--- config.mk ---
export PLATFORM = sky130hd
export DESIGN_NAME = imem_loader
export DESIGN_NICKNAME = d
export VERILOG_FILES = /design/src/rtl/imem_loader_pkg.sv /design/src/rtl/imem_byte_packer.sv /design/src/rtl/imem_loader.sv
export SDC_FILE = /design/constraint.sdc
export NUM_CORES = 1
export LEC_CHECK = 0
export ABC_CLOCK_PERIOD_IN_PS = 4100
export BUFFER_PORTS_ARGS = -buffer_cell sky130_fd_sc_hd__buf_2
export CAP_MARGIN = 25
export CELL_PAD_IN_SITES_DETAIL_PLACEMENT = 0
export CELL_PAD_IN_SITES_GLOBAL_PLACEMENT = 2
export CORE_ASPECT_RATIO = 0.7
export CORE_MARGIN = 2
export CORE_UTILIZATION = 39
export CTS_CLUSTER_SIZE = 40
export DETAILED_ROUTE_END_ITERATION = 16
export PLACE_DENSITY = 0.88
export SLEW_MARGIN = 10
export SYNTH_ARGS = -nofsm -noshare
export SYNTH_HDL_FRONTEND = slang
export SYNTH_SLANG_ARGS = --single-unit
--- constraint.sdc ---
create_clock -name clk -period 4.1 [get_ports clk]
set_input_delay 0.82 -clock clk [delete_from_list [all_inputs] [get_ports clk]]
set_output_delay 0.82 -clock clk [all_outputs]
set_load 0.01 [all_outputs]
--- src/rtl/imem_loader_pkg.sv ---
// -----------------------------------------------------------------------------
// imem_loader_pkg
// Shared types and constants for the instruction-buffer loader.
//   state_t         : loader FSM states
//   CHECKSUM_WIDTH  : width of the running XOR checksum
//   bytes_per_word  : host bytes needed to fill one buffer word (rounded up)
// -----------------------------------------------------------------------------
package imem_loader_pkg;

    typedef enum logic [2:0] {
        IDLE    = 3'd0,
        COLLECT = 3'd1,
        WRITE   = 3'd2,
        CHECK   = 3'd3,
        DONE    = 3'd4
    } state_t;

    localparam int CHECKSUM_WIDTH = 8;

    function automatic int bytes_per_word(input int word_width, input int byte_width);
        return (word_width + byte_width - 1) / byte_width;
    endfunction

endpackage

--- src/rtl/imem_byte_packer.sv ---
// -----------------------------------------------------------------------------
// imem_byte_packer
// Packs a little-endian byte stream into W-bit buffer words. Byte k lands in
// bits [k*BW +: BW]; bits of the last byte beyond W are dropped. The finished
// word is copied to o_word when its last byte arrives, so o_word holds its
// value while the next word is being assembled.
// Ports:
//   clk, reset   : clock, asynchronous active-low reset
//   i_clear      : restart packing at byte 0 (new load)
//   i_accept     : a byte is consumed this cycle
//   i_data       : byte value
//   o_word       : last completed word
//   o_word_full  : the byte accepted this cycle completes a word
// -----------------------------------------------------------------------------
module imem_byte_packer
    import imem_loader_pkg::*;
#(
    parameter int W  = 40,
    parameter int BW = 8
) (
    input  logic          clk,
    input  logic          reset,
    input  logic          i_clear,
    input  logic          i_accept,
    input  logic [BW-1:0] i_data,
    output logic [W-1:0]  o_word,
    output logic          o_word_full
);

    localparam int NB    = bytes_per_word(W, BW);
    localparam int IDX_W = (NB > 1) ? $clog2(NB) : 1;
    localparam int ACC_W = NB * BW;
    localparam logic [IDX_W-1:0] LAST_IDX = IDX_W'(NB - 1);

    logic [IDX_W-1:0] r_idx;
    logic [ACC_W-1:0] r_acc;
    logic [W-1:0]     r_word;
    logic [ACC_W-1:0] w_acc_next;

    // NOTE: assign the default first so every path writes w_acc_next and no latch is inferred.
    always_comb begin
        w_acc_next = r_acc;
        w_acc_next[r_idx*BW +: BW] = i_data;
    end

    assign o_word_full = i_accept && (r_idx == LAST_IDX);
    assign o_word      = r_word;

    // NOTE: sequential state uses non-blocking assignments so all registers update together.
    always_ff @(posedge clk or negedge reset) begin
        if (!reset) begin
            r_idx  <= '0;
            r_acc  <= '0;
            r_word <= '0;
        end else if (i_clear) begin
            r_idx <= '0;
            r_acc <= '0;
        end else if (i_accept) begin
            if (r_idx == LAST_IDX) begin
                r_idx  <= '0;
                r_acc  <= '0;
                r_word <= w_acc_next[W-1:0];
            end else begin
                r_idx <= r_idx + 1'b1;
                r_acc <= w_acc_next;
            end
        end
    end

endmodule

--- src/rtl/imem_loader.sv ---
// -----------------------------------------------------------------------------
// imem_loader
// Host-side controller that programs the PAT instruction buffer. A byte stream
// (valid/ready) is packed into W = i_buffer_size*i_width bit words, each written
// at base + count*i_buffer_size (wrapping at 2^i_adr_width). The PAT is held in
// reset (pat_run low) until the load completes.
// Optional feature: define IMEM_LOADER_CHECKSUM_EN to require a trailing XOR
// checksum byte after the last word; a mismatch raises load_error and keeps
// pat_run low. Without it, load_error is tied to 0 and DONE follows the last
// write directly.
// Ports:
//   clk, reset                : clock, asynchronous active-low reset
//   load_start, load_base/len : start pulse, first address, word count
//   in_data, in_valid, in_ready : host byte stream
//   imem_write_adr/write/in   : instruction-buffer write port
//   busy, pat_run, load_error : status
// -----------------------------------------------------------------------------
module imem_loader
    import imem_loader_pkg::*;
#(
    parameter int  i_adr_width   = 10,
    parameter int  i_width       = 20,
    parameter int  i_buffer_size = 2,
    parameter int  byte_width    = 8,
    localparam int W             = i_buffer_size * i_width
) (
    input  logic                   clk,
    input  logic                   reset,
    input  logic                   load_start,
    input  logic [i_adr_width-1:0] load_base,
    input  logic [i_adr_width-1:0] load_len,
    input  logic [byte_width-1:0]  in_data,
    input  logic                   in_valid,
    output logic                   in_ready,
    output logic [i_adr_width-1:0] imem_write_adr,
    output logic                   imem_write,
    output logic [W-1:0]           imem_in,
    output logic                   busy,
    output logic                   pat_run,
    output logic                   load_error
);

    localparam logic [i_adr_width-1:0] ADR_STEP = i_adr_width'(i_buffer_size);

`ifdef IMEM_LOADER_CHECKSUM_EN
    localparam state_t NO_MORE_WORDS = CHECK;
`else
    localparam state_t NO_MORE_WORDS = DONE;
`endif

    state_t                 r_state;
    state_t                 w_state_next;
    logic [i_adr_width-1:0] r_base;
    logic [i_adr_width-1:0] r_len;
    logic [i_adr_width-1:0] r_count;
    logic [i_adr_width-1:0] r_adr;
    logic [i_adr_width-1:0] w_count_inc;
    logic                   r_pat_run;
    logic                   w_pat_next;
    logic                   w_start;
    logic                   w_accept;
    logic                   w_collect_acc;
    logic                   w_word_full;
    logic                   w_err_next;

    // load_start is honoured only while no load is in progress.
    assign w_start       = load_start && ((r_state == IDLE) || (r_state == DONE));
    assign w_accept      = in_valid && in_ready;
    assign w_collect_acc = w_accept && (r_state == COLLECT);
    assign w_count_inc   = r_count + 1'b1;

    assign in_ready       = (r_state == COLLECT) || (r_state == CHECK);
    assign imem_write     = (r_state == WRITE);
    assign busy           = (r_state == COLLECT) || (r_state == WRITE) || (r_state == CHECK);
    assign imem_write_adr = r_adr;
    assign pat_run        = r_pat_run;

    imem_byte_packer #(
        .W  (W),
        .BW (byte_width)
    ) u_packer (
        .clk         (clk),
        .reset       (reset),
        .i_clear     (w_start),
        .i_accept    (w_collect_acc),
        .i_data      (in_data),
        .o_word      (imem_in),
        .o_word_full (w_word_full)
    );

`ifdef IMEM_LOADER_CHECKSUM_EN
    logic [CHECKSUM_WIDTH-1:0] r_csum;
    logic [CHECKSUM_WIDTH-1:0] w_byte_ext;
    logic                      r_load_error;

    assign w_byte_ext = CHECKSUM_WIDTH'(in_data);
    assign load_error = r_load_error;

    always_comb begin
        w_err_next = r_load_error;
        if (w_start) begin
            w_err_next = 1'b0;
        end else if ((r_state == CHECK) && w_accept && (w_byte_ext != r_csum)) begin
            w_err_next = 1'b1;
        end
    end

    always_ff @(posedge clk or negedge reset) begin
        if (!reset) begin
            r_csum       <= '0;
            r_load_error <= 1'b0;
        end else begin
            r_load_error <= w_err_next;
            if (w_start) begin
                r_csum <= '0;
            end else if (w_collect_acc) begin
                r_csum <= r_csum ^ w_byte_ext;
            end
        end
    end
`else
    assign w_err_next = 1'b0;
    assign load_error = 1'b0;
`endif

    always_comb begin
        w_state_next = r_state;
        case (r_state)
            IDLE, DONE: begin
                if (w_start) begin
                    w_state_next = (load_len == '0) ? NO_MORE_WORDS : COLLECT;
                end
            end
            COLLECT: begin
                if (w_word_full) begin
                    w_state_next = WRITE;
                end
            end
            WRITE: begin
                w_state_next = (w_count_inc == r_len) ? NO_MORE_WORDS : COLLECT;
            end
            CHECK: begin
                if (w_accept) begin
                    w_state_next = DONE;
                end
            end
            default: w_state_next = IDLE;
        endcase
    end

    // pat_run is registered alongside the state so it rises on DONE entry; a
    // new start forces one low cycle even when the next state is DONE again.
    assign w_pat_next = (w_state_next == DONE) && !w_start && !w_err_next;

    always_ff @(posedge clk or negedge reset) begin
        if (!reset) begin
            r_state   <= IDLE;
            r_base    <= '0;
            r_len     <= '0;
            r_count   <= '0;
            r_adr     <= '0;
            r_pat_run <= 1'b0;
        end else begin
            r_state   <= w_state_next;
            r_pat_run <= w_pat_next;
            if (w_start) begin
                r_base  <= load_base;
                r_len   <= load_len;
                r_count <= '0;
            end
            // Address is set up as the word completes so it is valid with the strobe.
            if (w_word_full) begin
                r_adr <= r_base + r_count * ADR_STEP;
            end
            if (r_state == WRITE) begin
                r_count <= w_count_inc;
            end
        end
    end

endmodule

# After elaboration in Yosys (flattened, before gate mapping)
# Index checks and enable logic that the tools add are counted.
# totals
regBits,127
latchBits,0
mem_bits_ro,0
output_inout_bits,55
mem_count,0
elab_cells,54
mem_bits_rw,0
# classes
addsub,4
n_bitwise,1
magnitude_cmp,0
eq_ne,7
n_div,0
n_mux,15
n_mul,0
n_reduce_logical,16
shifts,2
# op_table
op,n
40-bit 2-to-1 mux,3
40-bit bitwise mux,1
8-bit by 34-bit variable shift with 40-bit output (first input constant),1
8-bit by 34-bit indexed part select with 40-bit output,1
6-bit negation with 34-bit output,1
3-bit 2-to-1 mux,8
10-bit 2-to-1 mux,2
3-bit one-hot mux with 4 select lines,1
10-bit by 1-bit adder with 10-bit output (second input constant),1
10-bit adder,1
10-bit == test,1
10-bit zero test,1
3-bit == test (second input constant),3
3-bit by 2-bit == test with 1-bit output (second input constant),2
1-bit logical AND,5
1-bit logical OR,4
2-bit nonzero test,2
3-bit by 1-bit adder with 3-bit output (second input constant),1
3-bit by 1-bit == test with 1-bit output (second input constant),1
3-bit zero test,1
3-bit AND reduction,1
2-bit OR reduction,1
1-bit zero test,1
1-bit NOT,1

# Logic depth before layout (Yosys ltp)
# logic_depth
depth_word,9
ltp_mapped,10
depth_no_buf,9

# Cells and area by module
# From an unflattened synthesis, not the netlist that was laid out.
# unflattened
cells_unflattened,604
hier_area_um2,6496.2
# modules_own_cells
mod,seq_area_each_um2,cells_each,instances,area_per_inst_um2
imem_byte_packer,2077.0,361,1,3931.3
imem_loader,1101.1,243,1,2565.0

# Least setup slack after synthesis
# Ideal clock, no wire load.
# synth_path
path_type,register to register
start,register u_packer.r_idx[0]
end,register u_packer.r_acc[7]
path_stages_with_launch,9
required_time_ns,4.032
n_path_buf,1
path_slack_ns,1.483
period_less_slack_ns,2.617
arrival_ns,2.549
path_cell_list,dfrtp_1 > clkbuf_1 > inv_1 > ha_1 > ha_1 > nor4_1 > nand2_1 > nor2_1 > a32o_1
# synth_between
elab_chain_len,6
# synth_lines
item,line_no,text
"start, declared",imem_byte_packer.sv:35,logic [IDX_W-1:0] r_idx;
"start signal, assigned",imem_byte_packer.sv:64,r_idx <= r_idx + 1'b1;
6-bit negation with 34-bit output,imem_byte_packer.sv:43,w_acc_next[r_idx*BW +: BW] = i_data;
8-bit by 34-bit indexed part select with 40-bit output / 8-bit by 34-bit variable shift with 40-bit output (equally long branches),imem_byte_packer.sv:43,
40-bit bitwise mux,imem_byte_packer.sv:43,
40-bit 2-to-1 mux *,imem_byte_packer.sv:59,if (r_idx == LAST_IDX) begin
40-bit 2-to-1 mux *,imem_byte_packer.sv:58,end else if (i_accept) begin
40-bit 2-to-1 mux *,imem_byte_packer.sv:55,end else if (i_clear) begin
"end signal, assigned",imem_byte_packer.sv:65,r_acc <= w_acc_next;
"end, declared",imem_byte_packer.sv:36,logic [ACC_W-1:0] r_acc;
# Every way passes the cells marked *; elsewhere a longest branch is shown, timed or not. The select of a mux whose other input is x is not followed.
# A chain may end at the register's enable or synchronous reset.

# Final worst setup path
# layout_path
start,register r_state[1]
end,output imem_write
# layout_between
elab_chain_len,1
# layout_lines
item,line_no,text
"start, declared",imem_loader.sv:51,state_t r_state;
"start signal, assigned",imem_loader.sv:164,r_state <= w_state_next;
3-bit by 2-bit == test with 1-bit output,imem_loader.sv:73,assign imem_write = (r_state == WRITE);
"end, declared",imem_loader.sv:36,"output logic imem_write,"
# No other way between the ends.

==> out/qor.txt <==
clk_skew - 0.00956 ns
Final GP Congestion - 0.846
site row count - 38
RSZ-0062 raised after global routing - no
share of cells above drive strength 1 - 18.6%
Syn Area/Cell - 9.65 um^2
Core Util, Final - 47.4%
core box area - 15500 um^2
adder and majority gate portion of the synthesized area - 3.57%
top cell type's share of synthesized area - 51.5%
highest clock rate - 325 MHz
largest net degree at the start of global routing - 80
largest family of logic cells by synthesized area - simple AND/OR/NAND/NOR gates
Final Instance Area - 7340 um^2
cts hold-fix bufs - 0
IO Count - 87
leading cell type in the layout, fill and taps excluded - nand2_1
Crit Path Category - reg -> out
final hold vios - 0
postcts setup bufs - 0
multiplexer share of the synthesized area - 2.96%
Slew HR - 55.8%
Post-DP Area - 6700 um^2
Distinct cells, synth - 59
peak supply drop - 0.244 mV
Syn Nets - 688
WL final - 15600 um
# nets final - 763
Leak - 0.00367 uW
vias in the first global route - 4817
Hold Path Class - in -> async
final setup vio count - 0
Synth area leaders - dfrtp_1 52%, nand2_1 8.0%, o21ai_0 6.1%, a22o_1 5.1%, ha_1 3.2%
Yosys reg bits - 127
Mapped Area - 6170 um^2
Vias - 4925
wire length per cell - 16.8 um
Critical Path End Type - output port
chip height - 109 um
initial core utilization - 39.8%
post-layout min period - 3.08 ns
status - completed
CP max FO - 13
clock-pin slew on the worst setup and hold paths - 0.05 ns
fin crit share - 75.1%
global-route wire length before repair - 25600 um
highest-count cells in the layout ignoring fill and taps - 130 x nand2_1, 127 x dfrtp_1, 84 x buf_2
slew at the pin with the worst max-slew slack - 0.660 ns
Mapped Cells - 639
EDFF count, synth - 0
GRT overflow - 0
clock sinks - 127
number of max-cap violations - 0
Routed Antenna Nets - 0
Global Route Usage Sum - 19.8%
HPWL after detailed placement - 11000 um
CTS tree - built
1st-iter DRT viols - 353
CTS Buffer Depth - 2
DIE AREA - 16900 um^2
antenna violations before repair - 0
Sum Neg Setup Slack - 0 ns
CTS Buf Count - 17
P per Cell Area - 643 nW/um^2
die width - 154 um
# DRC - 0
Synth Area in Compound Gates - 16.9%
YS warnings - 0
Startpoint Class - flip-flop
H-tree Lvls - 4
drt first pass iters - 5
asr flop ratio synth - 100%
Most used DFF post-synth - dfrtp_1
Area Overhead vs Synth - 19.0%
Worst Path Arrival - 2.26 ns
vias per inst - 5.31
cell taking the most area after synthesis - dfrtp_1
Post-Synth XOR/XNOR Area - 3.39%
clk root buf - clkbuf_16
cts repair resizes - 0
clock latency on the worst-skew pair - 0.42 ns
max-slew violation count - 0
WP data required - 3.28 ns
simple logic cell fraction of the synthesized area - 17.7%
I/O Buffers - 85
sequential fraction of the synthesis area - 51.5%
## state kept, by name, indices dropped and copies added (netlist names)
signal and count:
imem_write_adr 10, pat_run 1, r_base 10, r_count 10
r_len 10, r_state 3, u_packer.o_word 40, u_packer.r_acc 40
u_packer.r_idx 3
## where the power goes
part / switching [uW] / total, uW / internal (uW) / leakage (uW)
clock network: 549 / 1530 / 982 / 0.000293
registers: 214 / 1730 / 1520 / 0.00172
logic: 926 / 1460 / 531 / 0.00166
## metal layers
layer	GRT usage, %	vias to the layer above	wire length (um)
met5	0	-	0
met2	26.3	148	6140
met4	7.21	0	199
met1	31.2	2363	8500
li1	-	2395	-
met3	4.29	19	776
## worst paths after layout
check	start	slack [ns]	cells after the start	to
min	reset	0.31	1	r_len[6]
min reg2reg	u_packer.o_word[22]	0.47	2	u_packer.o_word[22]
max reg2reg	u_packer.r_idx[0]	1.11	7	u_packer.r_acc[6]
max	r_state[1]	1.02	4	imem_write
max in group asynchronous	reset	3.08	2	u_packer.o_word[22]
min in group clk	u_packer.o_word[22]	0.47	2	u_packer.o_word[22]
## cells in the mapped netlist (2+ instances only)
master      n
a211o_1     2
a21oi_1    33
a22o_1     36
a311oi_1    3
a31oi_1     2
and2_1      6
and3_1     21
buf_1       5
buf_6       3
clkbuf_1   25
dfrtp_1   127
ha_1       16
inv_1      12
mux2_2      2
mux2i_1    16
nand2_1   131
nand2b_1    2
nand3_1    10
nand3b_1    2
nand4_1     6
nor2_1     29
nor2b_1     2
nor3_1      4
nor3b_1     2
nor4_1      5
o21ai_0    75
o21ai_1     4
o21bai_1    3
or3_1       5
xnor2_1    13
xor2_1      9
## critical path, cell delays in order (launching register included)
cell	delay [ns]
dfrtp_1	0.47
inv_1	0.12
or3_1	0.58
inv_1	0.45
buf_2	0.22
## cell families after synthesis
logic type	after synthesis
XOR/XNOR	23
AO/OA/AOI/OAI	168
buffers and inverters	49
adder cells (fa/ha/maj)	17
other	1
flip-flops	127
multiplexers	18
AND/OR/NAND/NOR	236
## final cells by class
| type | count | area, um^2 |
|---|---|---|
| Sequential cell | 127 | 3180 |
| Fill cell | 1524 | 8160 |
| Multi-Input combinational cell | 463 | 2760 |
| Tap cell | 200 | 250 |
| Clock inverter | 11 | 139 |
| Inverter | 12 | 45.0 |
| Timing Repair Buffer | 93 | 508 |
| Clock buffer | 21 | 460 |
| Antenna cell | 1 | 2.50 |
## per-stage QoR
| step | power [uW] | cells | hold WS [ns] | setup slack, ns |
|---|---|---|---|---|
| floorplan | 2720 | 639 | 0.442 | 1.48 |
| global placement | 3160 | 893 | 0.455 | 1.29 |
| detailed placement | 3200 | 893 | 0.465 | 1.13 |
| finish | 4720 | 928 | 0.308 | 1.02 |
| global route | 5040 | 927 | 0.313 | 0.751 |
| CTS | 4750 | 925 | 0.478 | 1.03 |
Note: power is estimated with default switching activity, not from simulation.
